**src/rtl/capture_trigger.sv**
```systemverilog
// Trigger-and-capture stage behind the LVDS input capture: arms on command, waits for a
// masked level or edge trigger, then streams a fixed-length burst into the capture FIFO.
module capture_trigger #(
  parameter int unsigned DATA_W = 8,
  parameter int unsigned CNT_W  = 16
) (
  input  logic              clk_i,
  input  logic              rst_i,
  input  logic [DATA_W-1:0] data_i,
  input  logic              strob_i,
  input  logic              arm_i,
  input  logic              abort_i,
  input  logic [DATA_W-1:0] trig_mask_i,
  input  logic [DATA_W-1:0] trig_value_i,
  input  logic              trig_edge_i,
  input  logic [CNT_W-1:0]  capture_len_i,
  input  logic              fifo_full_i,
  output logic              fifo_wr_o,
  output logic [DATA_W-1:0] fifo_data_o,
  output logic              busy_o,
  output logic              triggered_o,
  output logic              done_o,
  output logic              overflow_o,
  output logic [CNT_W-1:0]  sample_cnt_o
);

  localparam logic [CNT_W-1:0] CntOne = CNT_W'(1);

  typedef enum logic [1:0] {StIdle, StArmed, StCapture, StDone} state_e;

  state_e            state_q, state_d;
  logic [DATA_W-1:0] mask_q, mask_d, value_q, value_d, wdata_q, wdata_d;
  logic [CNT_W-1:0]  len_q, len_d, cnt_q, cnt_d, cnt_inc;
  logic              edge_q, edge_d, prev_q, prev_d;
  logic              trig_q, trig_d, ovf_q, ovf_d, wr_q, wr_d;
  logic              match, fire, wr_intent;

  assign match   = ((data_i ^ value_q) & mask_q) == '0;
  assign cnt_inc = cnt_q + CntOne;

  always_comb begin
    state_d   = state_q;
    mask_d    = mask_q;
    value_d   = value_q;
    edge_d    = edge_q;
    len_d     = len_q;
    prev_d    = prev_q;
    trig_d    = trig_q;
    ovf_d     = ovf_q;
    cnt_d     = cnt_q;
    wdata_d   = wdata_q;
    wr_d      = 1'b0;
    wr_intent = 1'b0;
    fire      = edge_q ? (match & ~prev_q) : match;

    if (abort_i) begin
      state_d = StIdle;
      trig_d  = 1'b0;
      ovf_d   = 1'b0;
    end else begin
      unique case (state_q)
        StIdle, StDone: begin
          if (arm_i) begin
            state_d = StArmed;
            mask_d  = trig_mask_i;
            value_d = trig_value_i;
            edge_d  = trig_edge_i;
            len_d   = (capture_len_i == '0) ? CntOne : capture_len_i;
            trig_d  = 1'b0;
            ovf_d   = 1'b0;
            cnt_d   = '0;
            // Preset so a pattern already present at arm does not fire in edge mode.
            prev_d  = 1'b1;
          end
        end
        StArmed: begin
          if (strob_i) begin
            prev_d = match;
            if (fire) begin
              trig_d    = 1'b1;
              cnt_d     = CntOne;
              wr_intent = 1'b1;
              state_d   = (len_q == CntOne) ? StDone : StCapture;
            end
          end
        end
        StCapture: begin
          if (strob_i) begin
            cnt_d     = cnt_inc;
            wr_intent = 1'b1;
            if (cnt_inc == len_q) state_d = StDone;
          end
        end
        default: state_d = StIdle;
      endcase
    end

    // A dropped sample still counts, so the window length stays fixed.
    if (wr_intent) begin
      if (fifo_full_i) begin
        ovf_d = 1'b1;
      end else begin
        wr_d    = 1'b1;
        wdata_d = data_i;
      end
    end
  end

  always_ff @(posedge clk_i) begin
    if (rst_i) begin
      state_q <= StIdle;
      mask_q  <= '0;
      value_q <= '0;
      edge_q  <= 1'b0;
      len_q   <= '0;
      prev_q  <= 1'b0;
      trig_q  <= 1'b0;
      ovf_q   <= 1'b0;
      cnt_q   <= '0;
      wdata_q <= '0;
      wr_q    <= 1'b0;
    end else begin
      state_q <= state_d;
      mask_q  <= mask_d;
      value_q <= value_d;
      edge_q  <= edge_d;
      len_q   <= len_d;
      prev_q  <= prev_d;
      trig_q  <= trig_d;
      ovf_q   <= ovf_d;
      cnt_q   <= cnt_d;
      wdata_q <= wdata_d;
      wr_q    <= wr_d;
    end
  end

  assign fifo_wr_o    = wr_q;
  assign fifo_data_o  = wdata_q;
  assign busy_o       = (state_q == StArmed) || (state_q == StCapture);
  assign triggered_o  = trig_q;
  assign done_o       = (state_q == StDone);
  assign overflow_o   = ovf_q;
  assign sample_cnt_o = cnt_q;

endmodule

```
**config.mk**
```make
export PLATFORM = sky130hd
export DESIGN_NAME = capture_trigger
export DESIGN_NICKNAME = d
export VERILOG_FILES = /design/src/rtl/capture_trigger.sv
export SDC_FILE = /design/constraint.sdc
export NUM_CORES = 1
export LEC_CHECK = 0
export CORE_MARGIN = 2
export CORE_UTILIZATION = 52
export CTS_BUF_LIST = sky130_fd_sc_hd__clkbuf_8
export DETAILED_ROUTE_END_ITERATION = 7
export GPL_ROUTABILITY_DRIVEN = 0
export PLACE_DENSITY = 0.83
export SYNTH_ARGS = -nofsm -noshare
export SYNTH_HDL_FRONTEND = slang
export SYNTH_SLANG_ARGS = --single-unit
```
**constraint.sdc**
```tcl
create_clock -name clk_i -period 2.7 [get_ports clk_i]
set_input_delay 0.405 -clock clk_i [delete_from_list [all_inputs] [get_ports clk_i]]
set_output_delay 0.405 -clock clk_i [all_outputs]
set_load 0.01 [all_outputs]
```
==> results of run 1 <==
==> layout make-up <==
cell class | count | area [um^2] | share of cell area [%]
clock buffers | 9 | 123.9 | 2.907
clock inverters | 7 | 65.06 | 1.527
repair buffers | 88 | 855.8 | 20.08
well taps | 75 | 93.84 | 2.202
multi-input cells | 307 | 1836 | 43.07
inverters | 7 | 26.28 | 0.6166
flip-flops and latches | 63 | 1261 | 29.59
==> final timing paths <==
kind	startpoint	to	slack [ns]	cells after the start
worst max-delay path	state_q[0]	sample_cnt_o[3]	0.16	8
worst min-delay path	edge_q	edge_q	0.46	2
worst max register to register	state_q[0]	sample_cnt_o[3]	0.16	8
worst min register to register	edge_q	edge_q	0.46	2
==> metal layers <==
| layer | up-vias | wire length [um] |
|---|---|---|
| met5 | - | 0 |
| met4 | 0 | 133 |
| met3 | 15 | 552 |
| met2 | 114 | 3993 |
| met1 | 1509 | 3706 |
| li1 | 1560 | - |
==> critical path, stage by stage, from the launching register on <==
cell     delay (ns)
dfxtp_1        0.36
inv_1          0.07
ha_1           0.37
inv_1          0.17
nor2_1         0.09
o32ai_2        0.28
or3b_4         0.49
or4b_1         0.49
a21oi_1        0.15
==> where the power goes <==
group / internal, mW / switching [mW] / leakage, nW / total, mW
clock: 0.419 / 0.376 / 0.100 / 0.795
sequential: 0.961 / 0.0283 / 0.511 / 0.990
combinational: 0.156 / 0.152 / 0.923 / 0.307
==> cell families (layout without fill, tap and decap cells) <==
logic type | after synthesis | in the layout | synth area share [%]
flops | 63 | 63 | 39.25
compound gates | 97 | 97 | 18.26
xor+xnor | 28 | 28 | 7.633
simple gates | 165 | 165 | 25.31
buf+inv | 30 | 111 | 3.855
fa+ha+maj | 4 | 4 | 1.558
mux | 13 | 13 | 4.128
==> cells in the final DEF, fill, tap and decap left out, drive strengths merged, types with 4 or more instances in the layout <==
cell type,n
or3b,5
nor2,25
nand2,76
a21oi,56
clkbuf,9
nand4,5
xnor2,13
clkinv,4
ha,4
a31oi,5
nor3,4
a22oi,4
dfxtp,63
o211ai,4
o21ai,17
buf,14
xor2,15
or3,12
clkdlybuf4s50,74
nand3,7
inv,8
mux2i,11
nor4,6
and4,4
==> state kept, by name, indices dropped and copies added, names as in the netlist <==
name	cells
prev_q	1
fifo_data_o	8
overflow_o	1
edge_q	1
fifo_wr_o	1
sample_cnt_o	16
value_q	8
triggered_o	1
mask_q	8
len_q	16
state_q	2
==> impl_results.md, run 1 <==
* Outcome: finished clean
* Largest net degree at the start of global routing at 27
* Number of synthesized flops with an enable pin at 0
* Met3 usage at 7.065%
* Final core occ at 71.55%
* Post-route ant nets at 0
* Sum Neg Setup Slack at 0 ns
* RSZ-0062 raised after global routing: no
* Number of remaining DRC errors at 0
* DIE AREA at 6824 um^2
* Core area at 5956 um^2
* Slew Viols, Final at 0
* Number of cell rows at 28
* Synth top cells by count: nand2_1 (76), dfxtp_1 (63), a21oi_1 (56)
* Post-CTS Setup Repair Bufs at 0
* Kind of critical path: flop to flop
* Antenna cells at 0
* CP arrival at 2.82 ns
* Hold buffer count at cts at 0
* Asr flop ratio synth at 0%
* Clock transition at path regs at 0.07 ns
* Wirelength, routed at 8385 um
* Clock tree buffer depth at 2
* Power density cells at 490.9 nW/um^2
* Vias in the first global route at 2988
* Yosys top cell by area: dfxtp_1
* Synth warn at 0
* Seq cells post-synth at 63
* Endpoints failing hold at 0
* Synthesized area at 3213 um^2
* Hold crit path type: flop to flop
* Mapped Cells at 400
* Share of cells above drive strength 1 at 8.732%
* Initial Utilization at 53.95%
* Synthesis-to-layout area growth at 32.63%
* Post-Syn Nets at 451
* Leak at 1.534 nW
* Fin cells at 556
* Top-area cell type share of the netlist area at 39.25%
* Worst-Margin Slew at 0.5361 ns
* Nets at 527
* Met1 GRT Util at 34.89%
* Final Cycle Share at 94.14%
* Root buf cell: clkbuf_8
* Total number of vias at 3198
* Total Routing Usage GR at 26.50%
* Crit path required time at 2.97 ns
* Final setup vio count at 0
* Iteration-0 DRC Markers at 306
* Post-placement cell count at 540
* Final Skew at 0.01043 ns
* WHS at 0.4580 ns
* Design area at 4262 um^2
* WL per Instance at 15.08 um
* Relative slew slack at 63.93%
* Grt met2 use at 42.18%
* Main synth FF type: dfxtp_1
* Post-route minimum period at 2.542 ns
* Max-cap violations at 0
* TritonRoute pass-1 iters at 5
* Post-place setup slack at -0.02911 ns
* Initial antenna violation count at 0
* Hpwl dp at 6210 um
* H-tree depth at 3
* Register area share after synthesis at 39.25%
* CP Capture Type: flop
* Most common cell in the netlist: nand2_1
* Total power at 2.092 mW
* DP Area at 4073 um^2
* Chip height at 82.61 um
* Filler cell count at 490
* Total CTS buffers at 9
* Grt total ovfl at 0
* Cts repair resizes at 0
* Vias per Instance at 5.752
* Avg Cell Area, Syn at 8.033 um^2
* # IOs at 76
* First-pass GRT wire length at 13780 um
* CTS tree: done
* Port bufs at 75
* Busiest grt layer: met2
* Worst setup SP type: flop
* Netlist cell types at 50
* Sink Count at 63
* Clk Latency, worst-skew pair at 0.35 ns
* Fmax at 393.4 MHz
* Crit Path Max Fanout at 14
* Synth area leaders: dfxtp_1 (39%), nand2_1 (8.9%), a21oi_1 (8.7%), xor2_1 (4.1%), xnor2_1 (3.5%)
* Post-route setup slack at 0.1582 ns
* Peak supply drop at 0.3333 mV
* Die span in x at 82.61 um
(Power assumes the default switching activity.)
==> run 2, diff against run 1 <==
--- a/config.mk
+++ b/config.mk
@@ -5,11 +5,13 @@
 export SDC_FILE = /design/constraint.sdc
 export NUM_CORES = 1
 export LEC_CHECK = 0
+export ABC_CLOCK_PERIOD_IN_PS = 2700
 export CORE_MARGIN = 2
 export CORE_UTILIZATION = 52
 export CTS_BUF_LIST = sky130_fd_sc_hd__clkbuf_8
 export DETAILED_ROUTE_END_ITERATION = 7
 export GPL_ROUTABILITY_DRIVEN = 0
+export MAX_ROUTING_LAYER = met4
 export PLACE_DENSITY = 0.83
 export SYNTH_ARGS = -nofsm -noshare
 export SYNTH_HDL_FRONTEND = slang
==> impl_results.md, run 2 (synthesis results as in run 1) <==
* H-tree depth at 3 (unchanged)
* CTS tree: done
* DIE AREA at 6824 um^2 (unchanged)
* Chip height at 82.61 um (unchanged)
* Antenna cells at 0 (unchanged)
* Register Area at 1261 um^2 (unchanged)
* Peak supply drop at 0.3330 mV (-0.10%)
* Leak at 1.534 nW (unchanged)
* Kind of critical path: flop to flop
* Fin cells at 556 (unchanged)
* Die span in x at 82.61 um (unchanged)
* Grt total ovfl at 0 (unchanged)
* WHS at 0.4579 ns (-0.00008100 ns)
* Final Cycle Share at 94.44% (+0.30 points)
* Worst setup SP type: flop
* Iteration-0 DRC Markers at 281 (-8.2%)
* DP Area at 4073 um^2 (unchanged)
* Hold buffer count at cts at 0 (unchanged)
* Port bufs at 75 (unchanged)
* CP arrival at 2.83 ns (about the same)
* Post-placement cell count at 540 (unchanged)
* Met1 GRT Util at 35.50% (+0.61 points)
* Sum Neg Setup Slack at 0 ns (unchanged)
* Relative slew slack at 66.91% (+3.0 points)
* Fmax at 392.2 MHz (-0.32%)
* Grt met2 use at 42.02% (-0.16 points)
* Total number of vias at 3211 (+0.41%)
* Most frequent cells in the layout: nand2_1 (76), clkdlybuf4s50_1 (74), dfxtp_1 (63), a21oi_1 (56), nor2_1 (24)
* CP Capture Type: flop
* Crit Path Max Fanout at 14 (unchanged)
* Most common cell after layout, fill and taps aside: nand2_1
* Root buf cell: clkbuf_8
* Final core occ at 71.55% (unchanged)
* Number of cell rows at 28 (unchanged)
* Post-route minimum period at 2.550 ns (+0.008208 ns)
* Design area at 4262 um^2 (unchanged)
* Filler cell count at 490 (unchanged)
* Multi-input logic area at 1836 um^2 (unchanged)
* Total Routing Usage GR at 27.27% (+0.77 points)
* Wirelength, routed at 8371 um (-0.17%)
* Core area at 5956 um^2 (unchanged)
* Largest net degree at the start of global routing at 27 (unchanged)
* RSZ-0062 raised after global routing: no
* Post-place setup slack at -0.02911 ns (unchanged)
* First-pass GRT wire length at 13780 um (unchanged)
* Post-route setup slack at 0.1500 ns (-0.008208 ns)
* Slew Viols, Final at 0 (unchanged)
* TritonRoute pass-1 iters at 5 (unchanged)
* Worst-Margin Slew at 0.4918 ns (-0.04430 ns)
* Hpwl dp at 6210 um (unchanged)
* Clk Latency, worst-skew pair at 0.35 ns (about the same)
* Vias in the first global route at 2989 (+0.033%)
* Total power at 2.092 mW (about the same)
* Vias per Instance at 5.775 (+0.41%)
* Initial Utilization at 53.95% (unchanged)
* Met3 usage at 6.413% (-0.65 points)
* Initial antenna violation count at 0 (unchanged)
* Post-route ant nets at 0 (unchanged)
* Final setup vio count at 0 (unchanged)
* Power density cells at 490.8 nW/um^2 (about the same)
* Share of cells above drive strength 1 at 8.732% (unchanged)
* Clock tree buffer depth at 2 (unchanged)
* Cts repair resizes at 0 (unchanged)
* Hold crit path type: flop to flop
* WL per Instance at 15.06 um (-0.17%)
* Nets at 527 (unchanged)
* Busiest grt layer: met2
* Final Skew at 0.01038 ns (-0.00004210 ns)
* Synthesis-to-layout area growth at 32.63% (unchanged)
* # IOs at 76 (unchanged)
* Clock transition at path regs at 0.07 ns (about the same)
* Sink Count at 63 (unchanged)
* Post-CTS Setup Repair Bufs at 0 (unchanged)
* Max-cap violations at 0 (unchanged)
* Endpoints failing hold at 0 (unchanged)
* Total CTS buffers at 9 (unchanged)
* Crit path required time at 2.98 ns (about the same)
* Number of remaining DRC errors at 0 (unchanged)
* Outcome: finished clean
## run 2: final cells by class
cell class	instances	area share, %
clock buffer	9	2.907
inverter	7	0.6166
clock inverter	7	1.527
timing repair buffer	88	20.08
tap	75	2.202
multi-input combinational	307	43.07
sequential	63	29.59
## run 2: metal layers
layer	wire length [um]	up-vias
li1	-	1561
met1	3707	1496
met2	3940	136
met3	563	18
met4	160	0
met5	0	-
## run 2: critical path: stages (launching register included)
cell and delay, ns:
dfxtp_1 0.36, inv_1 0.07, ha_1 0.38, inv_1 0.17, nor2_1 0.09, o32ai_2 0.28
or3b_4 0.49, or4b_1 0.49, a21oi_1 0.15
## run 2: power breakdown
group	internal (mW)	switching, mW
Combinational	0.156	0.152
Clock	0.419	0.376
Sequential	0.961	0.0282
Total	1.54	0.556
## run 2: final timing paths
| path | endpoint | startpoint | slack [ns] | depth (start not counted) |
|---|---|---|---|---|
| hold reg to reg | edge_q | edge_q | 0.46 | 2 |
| hold / removal | edge_q | edge_q | 0.46 | 2 |
| setup / recovery | sample_cnt_o[3] | state_q[0] | 0.15 | 8 |
| setup reg to reg | sample_cnt_o[3] | state_q[0] | 0.15 | 8 |
